<file path="src/rtl/sort_step_ctrl.sv">
`default_nettype none
// ============================================================================
// Module   : sort_step_ctrl
// Brief    : Button-driven run/pause/step controller for a step-wise sorter.
//            Optional STEP_CTRL_SPEED_EN adds speed[1:0] to scale the auto-run period.
// Revision : 1.0 - initial release
// ============================================================================
module sort_step_ctrl #(
    parameter int DEBOUNCE_CYCLES = 1_000_000,
    parameter int STEP_PERIOD     = 100_000_000,
    parameter int CNT_W           = 8
) (
    input  logic             clk,
    input  logic             reset_n,
    input  logic             btnC,
    input  logic             btnR,
    input  logic             btnL,
    input  logic             sort_done,
`ifdef STEP_CTRL_SPEED_EN
    input  logic [1:0]       speed,
`endif
    output logic             step_fwd,
    output logic             step_back,
    output logic             running,
    output logic [CNT_W-1:0] step_count
);

    localparam int c_DB_W  = (DEBOUNCE_CYCLES > 1) ? $clog2(DEBOUNCE_CYCLES) : 1;
    localparam int c_TMR_W = (STEP_PERIOD > 1) ? $clog2(STEP_PERIOD) : 1;
    localparam logic [c_DB_W-1:0]  c_DB_LAST  = c_DB_W'(DEBOUNCE_CYCLES - 1);
    localparam logic [c_TMR_W-1:0] c_TMR_LAST = c_TMR_W'(STEP_PERIOD - 1);
    localparam logic [CNT_W-1:0]   c_CNT_MAX  = '1;

    typedef enum logic [1:0] {
        S_PAUSED = 2'd0,
        S_RUN    = 2'd1,
        S_DONE   = 2'd2
    } state_t;

    logic [2:0] w_btn_raw;
    logic [2:0] w_press;
    logic       w_press_c;
    logic       w_press_r;
    logic       w_press_l;

    assign w_btn_raw = {btnC, btnR, btnL};
    assign w_press_c = w_press[2];
    assign w_press_r = w_press[1];
    assign w_press_l = w_press[0];

    for (genvar g = 0; g < 3; g++) begin : g_btn
        logic              r_meta;
        logic              r_sync;
        logic              r_level;
        logic              r_armed;
        logic              r_press;
        logic [c_DB_W-1:0] r_cnt;

        always_ff @(posedge clk) begin
            r_meta <= w_btn_raw[g];
            r_sync <= r_meta;
        end

        // r_armed blocks the first press after reset until a low level has
        // been seen, so a button held through reset never fires.
        always_ff @(posedge clk) begin
            if (!reset_n) begin
                r_level <= 1'b0;
                r_armed <= 1'b0;
                r_press <= 1'b0;
                r_cnt   <= '0;
            end else begin
                r_press <= 1'b0;
                if (!r_sync) begin
                    r_armed <= 1'b1;
                end
                if (r_sync == r_level) begin
                    r_cnt <= '0;
                end else if (r_cnt == c_DB_LAST) begin
                    r_cnt   <= '0;
                    r_level <= r_sync;
                    r_press <= r_sync & r_armed;
                end else begin
                    r_cnt <= r_cnt + 1'b1;
                end
            end
        end

        assign w_press[g] = r_press;
    end

    state_t             r_state;
    logic [c_TMR_W-1:0] r_timer;
    logic [c_TMR_W-1:0] w_tmr_last;
    logic               w_tmr_hit;

    assign w_tmr_hit = (r_timer == w_tmr_last);

`ifdef STEP_CTRL_SPEED_EN
    logic [c_TMR_W-1:0] r_tmr_last;
    logic [31:0]        w_period;

    always_comb begin
        w_period = 32'(STEP_PERIOD) >> {speed, 1'b0};
        if (w_period == 32'd0) begin
            w_period = 32'd1;
        end
    end

    // Outside RUN the period tracks speed freely; inside RUN only at a wrap.
    always_ff @(posedge clk) begin
        if (!reset_n) begin
            r_tmr_last <= c_TMR_LAST;
        end else if (r_state != S_RUN || w_tmr_hit) begin
            r_tmr_last <= c_TMR_W'(w_period - 32'd1);
        end
    end

    assign w_tmr_last = r_tmr_last;
`else
    assign w_tmr_last = c_TMR_LAST;
`endif

    always_ff @(posedge clk) begin
        if (!reset_n) begin
            r_state    <= S_PAUSED;
            r_timer    <= '0;
            step_count <= '0;
            step_fwd   <= 1'b0;
            step_back  <= 1'b0;
            running    <= 1'b0;
        end else begin
            step_fwd  <= 1'b0;
            step_back <= 1'b0;
            case (r_state)
                S_PAUSED: begin
                    if (w_press_c) begin
                        if (!sort_done) begin
                            r_state <= S_RUN;
                            r_timer <= '0;
                            running <= 1'b1;
                        end
                    end else if (w_press_r) begin
                        if (!sort_done && step_count != c_CNT_MAX) begin
                            step_fwd   <= 1'b1;
                            step_count <= step_count + 1'b1;
                        end
                    end else if (w_press_l && step_count != '0) begin
                        step_back  <= 1'b1;
                        step_count <= step_count - 1'b1;
                    end
                end
                S_RUN: begin
                    if (sort_done) begin
                        r_state <= S_DONE;
                        running <= 1'b0;
                    end else if (w_press_c) begin
                        r_state <= S_PAUSED;
                        running <= 1'b0;
                    end else if (w_tmr_hit) begin
                        r_timer <= '0;
                        if (step_count == c_CNT_MAX) begin
                            r_state <= S_PAUSED;
                            running <= 1'b0;
                        end else begin
                            step_fwd   <= 1'b1;
                            step_count <= step_count + 1'b1;
                        end
                    end else begin
                        r_timer <= r_timer + 1'b1;
                    end
                end
                S_DONE: begin
                    if (!w_press_c && !w_press_r && w_press_l) begin
                        r_state <= S_PAUSED;
                        if (step_count != '0) begin
                            step_back  <= 1'b1;
                            step_count <= step_count - 1'b1;
                        end
                    end
                end
                default: begin
                    r_state <= S_PAUSED;
                    running <= 1'b0;
                end
            endcase
        end
    end

endmodule
`default_nettype wire

</file>
<file path="config.mk">
export PLATFORM = sky130hd
export DESIGN_NAME = sort_step_ctrl
export DESIGN_NICKNAME = d
export VERILOG_FILES = /design/src/rtl/sort_step_ctrl.sv
export SDC_FILE = /design/constraint.sdc
export NUM_CORES = 1
export LEC_CHECK = 0
export ABC_AREA = 1
export CORE_MARGIN = 2
export CORE_UTILIZATION = 50
export CTS_CLUSTER_SIZE = 28
export DETAILED_ROUTE_END_ITERATION = 10
export PLACE_DENSITY = 0.73
export SYNTH_ARGS = -nofsm -noshare
export SYNTH_HDL_FRONTEND = slang
export SYNTH_SLANG_ARGS = --single-unit
</file>
<file path="constraint.sdc">
create_clock -name clk -period 3 [get_ports clk]
set_clock_uncertainty 0.05 [all_clocks]
set_input_delay 0.45 -clock clk [delete_from_list [all_inputs] [get_ports clk]]
set_output_delay 0.45 -clock clk [all_outputs]
set_load 0.02 [all_outputs]
</file>
==> out/results.txt, run 1 <==
Count leader, synth - nand2_1
Final Worst Setup Slack - 685 ps
Share of layout cells above drive strength 1 - 8.11%
Peak supply drop - 0.405 mV
All-Layer GR Usage - 20.7%
I/O Pins - 17
Highest metal used - met4
CTS tree - built
Num CTS Buffers - 17
CP Data Required Time - 3300 ps
Final setup fails - 0
Starting density of the core - 51.1%
Max-cap violation count - 0
Synthesized instance count - 922
Cell Pwr Density - 522 nW/um^2
CTS sink cnt - 115
Vias in the first global route - 5160
1st-pass router iterations - 7
Min Tclk post-route - 2310 ps
Distinct cells, synth - 40
DRT antenna net count - 0
Util after Layout - 58.7%
Tcrit/Tclk final - 77.2%
Syn Nets - 939
Leakage power - 2.70 nW
CTS H-Tree Depth - 4
FF+latch count, synth - 115
Final Hold Viols - 0
Hold Path Class - reg2reg
Vias - 5613
Area Growth Syn to Fin - 14.7%
Synthesized area - 6140 sq um
Clock network power share - 56.5%
RePlAce Congestion - 0.924
Root buffer cell - clkbuf_16
CP endpoint kind - flop
Synth top area share - 37.5%
First-pass GRT wire length - 22.4 mm
Post-CTS Setup Repair Bufs - 0
Synth area leader - dfxtp_1
Post-Route WL - 12.8 mm
Number of flops mapped to enable cells by yosys - 0
Reg power frac - 42.0%
Iter 0 DRT Violations - 446
Largest net degree at the start of global routing - 21
CP max FO - 8
YS warnings - 0
Non-filler cells, final - 1109
CP arrival - 2610 ps
Later-pin clock latency in the skew report - 420 ps
CTS clk-pin slew, worst paths - 60 ps
Layout Nets - 966
Ranking of synthesized cells by area - dfxtp_1 37%, nand2_1 13%, nor2_1 8.5%
Max Fclk - 432 MHz
Max_slew headroom - 55.5%
Final max-slew violation count - 0
Sw Share - 22.0%
Status - complete, no violations
# rows - 40
Met2 wire length - 5.85 mm
Initial antenna violation count - 0
Comb power frac - 1.5%
Met3 wire length - 486 um
Number of diodes - 0
DR vias/cell - 5.06
Post-synth top cells - 210 x nand2_1, 139 x nor2_1, 130 x inv_1, 115 x dfxtp_1, 62 x nand3_1
M1 wire length - 6.36 mm
Slew of the pin with the lowest slew margin - 666 ps
Sequential area share after synthesis - 37.5%
Synth Flop Type - dfxtp_1
Syn Area/Cell - 6.66 sq um
Total die area - 13200 sq um
Pre-CTS setup slack - 554 ps
Core ar. - 12000 sq um
FILL cells - 1109
Unrepaired setup endpoints after global routing - no
Chip Height - 115 um
Grt total ovfl - 0
Die width - 115 um
Hold buffers post-CTS - 0
DRC Markers - 0
Wire length per cell - 11.6 um
NetSw - 0.809 mW
PostCTS Resize Cnt - 0
Inst Count DP - 1077
Cell-internal power - 2.87 mW
Dpl hpwl - 9.08 mm
Bufs on Longest Clock Path - 2
IO buf count - 16
CP Class - reg2reg
Setup tns final - 0 ps
Startpoint Class - flop
Asr flop ratio synth - 0%
[metal layers]
metal | track usage, % | up-vias
met5 | 0 | -
met4 | 6.51 | 0
met3 | 5.38 | 12
met2 | 34.5 | 101
met1 | 26.3 | 2483
li1 | - | 3017
[final timing paths]
kind	from	to	slack (ps)	cells after the start
worst max-delay path	r_state[0]$_SDFFE_PN0P_	r_timer[23]$_SDFFE_PN0P_	690	12
worst min-delay path	g_btn[2].r_meta$_DFF_P_	g_btn[2].r_sync$_DFF_P_	310	0
worst max register to register	r_state[0]$_SDFFE_PN0P_	r_timer[23]$_SDFFE_PN0P_	690	12
worst min register to register	g_btn[2].r_meta$_DFF_P_	g_btn[2].r_sync$_DFF_P_	310	0
[power groups by stage]
stage               Clock [mW]  Sequential [mW]  Combinational [mW]
floorplan                    0             1.58              0.0386
global placement             0             1.58              0.0551
detailed placement           0             1.58              0.0555
CTS                       2.12             1.55              0.0558
global route              2.19             1.55              0.0627
finish                    2.08             1.55              0.0552
[through the flow]
stage / hold WS, ps / cell area (sq um) / power [mW]
3_5_place_dp: 296 / 6440 / 1.64
5_1_grt: 318 / 7050 / 3.80
4_1_cts: 308 / 7050 / 3.72
6_report: 310 / 7050 / 3.68
2_1_floorplan: 260 / 6140 / 1.62
3_3_place_gp: 296 / 6440 / 1.63
[worst max-delay path: stages (launching register included)]
cell and delay [ps]:
dfxtp_1 330, inv_1 110, ha_1 310, inv_1 130, nand2_2 90, nand3_2 60
nor2_2 270, buf_4 220, nand2_2 70, nor2_4 200, nand2_1 90, or2_0 200
a21oi_1 110
[final cells by class]
cell class,instances,area [sq um],share of cell area (%)
Clock buffer,18,429,6.09
Sequential cell,115,2300,32.7
Timing Repair Buffer,22,205,2.91
Multi-Input combinational cell,659,3240,46.0
Clock inverter,14,179,2.54
Tap cell,147,184,2.61
Inverter,134,503,7.14
[logic make-up after synthesis]
logic type / Yosys count / synth area share (%)
AOI/OAI and AO/OA: 83 / 7.13
xor gates and xnor gates: 22 / 3.14
adders and majority gates: 11 / 2.24
buffers and inverters: 148 / 9.70
DFF: 115 / 37.5
and+or+nand+nor: 543 / 40.3
[placed cells by master (no fill, tap or decap), types with 10 or more instances in the layout]
cell	count
o21ai_0	21
clkbuf_16	17
nand2_1	210
nor2_2	10
a21oi_1	52
or2_2	11
nand3_1	62
ha_1	11
nand4_1	31
xor2_1	20
nor3b_1	10
nor2_1	139
inv_1	130
clkdlybuf4s50_1	16
dfxtp_1	115
nor3_1	41
[state kept, by name (all words and copies together), names as in the netlist]
| signal | cells |
|---|---|
| g_btn.r_cnt | 60 |
| r_timer | 27 |
| step_count | 8 |
| g_btn.r_armed | 3 |
| g_btn.r_level | 3 |
| g_btn.r_meta | 3 |
| g_btn.r_press | 3 |
| g_btn.r_sync | 3 |
| r_state | 2 |
| running | 1 |
| step_back | 1 |
| step_fwd | 1 |
No activity file was read; power rests on OpenSTA's default activity.
==> inputs of run 2 (changes only) <==
Clock period 3 ns to 2.3 ns, I/O delays scaled along.
==> out/results.txt, run 2 (same netlist as run 1, synthesis figures left out) <==
Area Growth Syn to Fin - 15.4%
IO buf count - 16 (unchanged)
Later-pin clock latency in the skew report - 420 ps (about the same)
# rows - 40 (unchanged)
CP Cell Sequence - inv_1, ha_1, inv_1, o21ai_0, inv_1, nand2_1, nor2_1, nor2_1, nand4_1, nand2_1, nor2_1
Number of diodes - 0 (unchanged)
Wire length per cell - 11.3 um (-2.4%)
Final max-slew violation count - 0 (unchanged)
Chip Height - 115 um (unchanged)
Biggest register - g_btn.r_cnt
Crit path buf inv count - 3 (unchanged)
CP Class - reg2reg
Max_slew headroom - 58.0% (+2.4 points)
Share of layout cells above drive strength 1 - 8.29% (+0.18 points)
Unrepaired setup endpoints after global routing - no
First-pass GRT wire length - 22.3 mm (-0.49%)
Max Fclk - 488 MHz (+13%)
Register area - 2300 sq um (unchanged)
Post-CTS Setup Repair Bufs - 0 (unchanged)
Peak supply drop - 0.528 mV (+30%)
Util after Layout - 59.0% (+0.36 points)
Slew of the pin with the lowest slew margin - 625 ps (-40.9 ps)
Grt total ovfl - 0 (unchanged)
Max-cap violation count - 0 (unchanged)
Tcrit/Tclk final - 89.1% (+12 points)
CP endpoint kind - flop
Total die area - 13200 sq um (unchanged)
Bufs on Longest Clock Path - 2 (unchanged)
Core ar. - 12000 sq um (unchanged)
Layout Nets - 970 (+0.41%)
Post-Route WL - 12.6 mm (-2.1%)
Cell Pwr Density - 685 nW/um^2 (+31%)
Hold Path Class - reg2reg
FILL cells - 1135 (+2.3%)
Hold buffers post-CTS - 0 (unchanged)
Leakage power - 2.75 nW (+1.7%)
Final Hold Viols - 0 (unchanged)
CP max stage cell - o21ai_0
All-Layer GR Usage - 20.6% (-0.033 points)
DRC Markers - 0 (unchanged)
Num CTS Buffers - 17 (unchanged)
DR vias/cell - 5.07 (+0.14%)
Number of flip-flops in the largest register - 60 (unchanged)
Die width - 115 um (unchanged)
DRT antenna net count - 0 (unchanged)
Iter 0 DRT Violations - 361 (-19%)
Status - complete, no violations
CP arrival - 2320 ps (-290 ps)
CTS tree - built
CP max FO - 7 (-1)
Dpl hpwl - 9.01 mm (-0.74%)
Commonest non-fill, non-tap cells in the layout - 210 x nand2_1, 139 x nor2_1, 130 x inv_1, 115 x dfxtp_1, 62 x nand3_1
Multi-input gate area - 3250 sq um (+0.15%)
Setup tns final - 0 ps (unchanged)
Initial antenna violation count - 0 (unchanged)
1st-pass router iterations - 5 (-2)
CTS H-Tree Depth - 4 (unchanged)
Crit-path leading delay family - simple AND/OR/NAND/NOR gates
Vias in the first global route - 5232 (+1.4%)
Commonest non-fill, non-tap cell in the layout - nand2_1
Final setup fails - 0 (unchanged)
I/O Pins - 17 (unchanged)
Root buffer cell - clkbuf_16
PostCTS Resize Cnt - 0 (unchanged)
CP Data Required Time - 2570 ps (-730 ps)
Vias - 5636 (+0.41%)
Min Tclk post-route - 2050 ps (-264 ps)
Starting density of the core - 51.1% (unchanged)
CTS sink cnt - 115 (unchanged)
CTS clk-pin slew, worst paths - 60 ps (about the same)
Largest regs - g_btn.r_cnt (60), r_timer (27), step_count (8)
Largest net degree at the start of global routing - 21 (unchanged)
RePlAce Congestion - 0.868 (-6.0%)
Startpoint Class - flop
Worst path max stage delay - 390 ps (+60 ps)
==> run 2: where the power goes <==
group	switching, mW	leakage, nW	internal [mW]	total [mW]
sequential	0.00962	0.930	2.01	2.02
combinational	0.0496	1.52	0.0266	0.0762
clock	0.904	0.303	1.85	2.76
==> run 2: metal layers <==
metal  wire [um]  global-route usage [%]
met1        6190                    25.9
met2        5750                    33.9
met3         456                    4.43
met4         163                    9.72
met5           0                       0
==> run 2: cell type report <==
type,instances,area share (%)
multi-input combinational,659,45.8
clock inverter,10,2.21
timing repair buffer,26,3.32
clock buffer,21,6.49
sequential,115,32.5
tap,147,2.59
inverter,134,7.09
==> run 2: metrics by stage <==
step           hold WS (ps)  std cells  instance area [sq um]  total power, mW  setup WS, ps
2_1_floorplan           260        922                   6140             2.11           503
3_3_place_gp            292       1081                   6470             2.14           123
3_5_place_dp            288       1081                   6470             2.14          99.5
4_1_cts                 302       1112                   7090             4.90           190
5_1_grt                 313       1112                   7090             5.00          30.0
6_report                301       1112                   7090             4.85           250
==> run 2: final timing paths <==
check        depth (start not counted)                          to               startpoint  slack (ps)
max                                 11  step_count[4]$_SDFFE_PN0P_  r_state[0]$_SDFFE_PN0P_         250
min                                  0     g_btn[2].r_sync$_DFF_P_  g_btn[2].r_meta$_DFF_P_         300
max reg2reg                         11  step_count[4]$_SDFFE_PN0P_  r_state[0]$_SDFFE_PN0P_         250
min reg2reg                          0     g_btn[2].r_sync$_DFF_P_  g_btn[2].r_meta$_DFF_P_         300
==> inputs of run 3 (changes only) <==
Settings changed: MAX_ROUTING_LAYER from default to met4.
==> out/results.txt, run 3 (same netlist as run 1, synthesis figures left out) <==
Worst Hold Path Cells - 0 (unchanged)
Peak supply drop - 0.528 mV (about the same)
RePlAce Congestion - 0.882 (+1.6%)
PostCTS Resize Cnt - 0 (unchanged)
Worst flop-to-flop path startpoint - r_state[0]$_SDFFE_PN0P_
Total die area - 13200 sq um (unchanged)
Dpl hpwl - 9.01 mm (unchanged)
CP max FO - 7 (unchanged)
Hold buffers post-CTS - 0 (unchanged)
CP arrival - 2340 ps (+20 ps)
CP Class - reg2reg
Number of flip-flops in the largest register - 60 (unchanged)
Biggest register - g_btn.r_cnt
CTS sink cnt - 115 (unchanged)
R2R Setup Slk - 230 ps (-20 ps)
Slew of the pin with the lowest slew margin - 614 ps (-10.7 ps)
Max-cap violation count - 0 (unchanged)
Hold endpoint - g_btn[2].r_sync$_DFF_P_
CP Cell Sequence - inv_1, ha_1, inv_1, o21ai_0, inv_1, nand2_1, nor2_1, nor2_1, nand4_1, nand2_1, nor2_1
Final max-slew violation count - 0 (unchanged)
Core ar. - 12000 sq um (unchanged)
Leakage power - 2.75 nW (unchanged)
Final Hold Viols - 0 (unchanged)
I/O Pins - 17 (unchanged)
Final Cell Area - 7090 sq um (unchanged)
CP endpoint kind - flop
Reg2reg end - step_count[4]$_SDFFE_PN0P_
Die width - 115 um (unchanged)
Num CTS Buffers - 17 (unchanged)
Commonest non-fill, non-tap cell in the layout - nand2_1
Tcrit/Tclk final - 90.1% (+0.91 points)
All-Layer GR Usage - 21.3% (+0.67 points)
Grt total ovfl - 0 (unchanged)
Share of layout cells above drive strength 1 - 8.29% (unchanged)
Status - complete, no violations
Unrepaired setup endpoints after global routing - no
Worst path max stage delay - 400 ps (about the same)
Crit-path leading delay family - simple AND/OR/NAND/NOR gates
Vias - 5651 (+0.27%)
FF-to-FF path depth - 11 (unchanged)
Crit path buf inv count - 3 (unchanged)
Post-CTS Setup Repair Bufs - 0 (unchanged)
CP Data Required Time - 2570 ps (about the same)
Min Tclk post-route - 2070 ps (+21.0 ps)
Number of diodes - 0 (unchanged)
M1 wire length - 6.19 mm (about the same)
Met3 wire length - 443 um (-2.9%)
HP Start - g_btn[2].r_meta$_DFF_P_
Placed Area - 6470 sq um (unchanged)
Post-Route WL - 12.6 mm (about the same)
Hold Path Class - reg2reg
Initial antenna violation count - 0 (unchanged)
Setup tns final - 0 ps (unchanged)
DRT antenna net count - 0 (unchanged)
IO buf count - 16 (unchanged)
Area Growth Syn to Fin - 15.4% (unchanged)
# rows - 40 (unchanged)
First-pass GRT wire length - 22.3 mm (unchanged)
1st-pass router iterations - 5 (unchanged)
Chip Height - 115 um (unchanged)
Met2 wire length - 5.70 mm (-0.85%)
Largest net degree at the start of global routing - 21 (unchanged)
Startpoint Class - flop
Cell Pwr Density - 685 nW/um^2 (+0.11%)
DRC Markers - 0 (unchanged)
Layout Nets - 970 (unchanged)
Final setup fails - 0 (unchanged)
Bufs on Longest Clock Path - 2 (unchanged)
Largest regs - g_btn.r_cnt (60), r_timer (27), step_count (8)
Vias in the first global route - 5234 (+0.038%)
Root buffer cell - clkbuf_16
CTS clk-pin slew, worst paths - 60 ps (about the same)
Max_slew headroom - 58.7% (+0.72 points)
Max Fclk - 483 MHz (-1.0%)
Iter 0 DRT Violations - 353 (-2.2%)
Commonest non-fill, non-tap cells in the layout - 210 x nand2_1, 139 x nor2_1, 130 x inv_1, 115 x dfxtp_1, 62 x nand3_1
Later-pin clock latency in the skew report - 420 ps (about the same)
DR vias/cell - 5.08 (+0.27%)
Wire length per cell - 11.3 um (about the same)
CP max stage cell - o21ai_0
Starting density of the core - 51.1% (unchanged)
CTS tree - built
Highest metal used - met4
CTS H-Tree Depth - 4 (unchanged)
run 3: how the worst max path moves through the flow:
stage	start	endpoint	slack (ps)	cells past startpoint
after global routing	r_state[0]$_SDFFE_PN0P_	step_count[4]$_SDFFE_PN0P_	30	11
final	r_state[0]$_SDFFE_PN0P_	step_count[4]$_SDFFE_PN0P_	230	11
after detailed placement	sort_done	r_timer[26]$_SDFFE_PN0P_	100	9
after global placement	sort_done	r_timer[26]$_SDFFE_PN0P_	120	10
after floorplan	r_state[1]$_SDFFE_PN0P_	r_timer[10]$_SDFFE_PN0P_	500	12
after CTS	r_state[0]$_SDFFE_PN0P_	r_timer[13]$_SDFFE_PN0P_	190	10
run 3: final cells by class:
type / count / area [sq um]
Clock buffer: 21 / 460
Clock inverter: 10 / 156
Fill cell: 1135 / 4920
Inverter: 134 / 503
Multi-Input combinational cell: 659 / 3250
Sequential cell: 115 / 2300
Tap cell: 147 / 184
Timing Repair Buffer: 26 / 235
run 3: per-layer routing:
layer / track usage, % / vias to the layer above
met5: - / -
met2: 33.9 / 97
met4: 9.72 / 0
met1: 25.9 / 2507
met3: 4.59 / 19
li1: - / 3028
run 3: metrics by stage:
stage	util (%)	hold WS [ps]	std cells	power, mW	setup slack (ps)
6_report	59.0	301	1112	4.86	229
3_5_place_dp	53.9	288	1081	2.14	99.5
3_3_place_gp	53.9	292	1081	2.14	123
4_1_cts	59.0	302	1112	4.90	190
5_1_grt	59.0	311	1112	5.00	30.0
2_1_floorplan	-	260	922	2.11	503
run 3: power by group:
part / switching [mW] / internal [mW]
clock network: 0.910 / 1.85
registers: 0.00967 / 2.01
logic: 0.0497 / 0.0266
total: 0.969 / 3.89
run 3: worst reg2reg max path, cell delays in order (launching register included):
cell	delay (ps)
dfxtp_1	360
inv_1	90
ha_1	370
inv_1	150
o21ai_0	400
inv_1	120
nand2_1	90
nor2_1	40
nor2_1	110
nand4_1	100
nand2_1	70
nor2_1	30
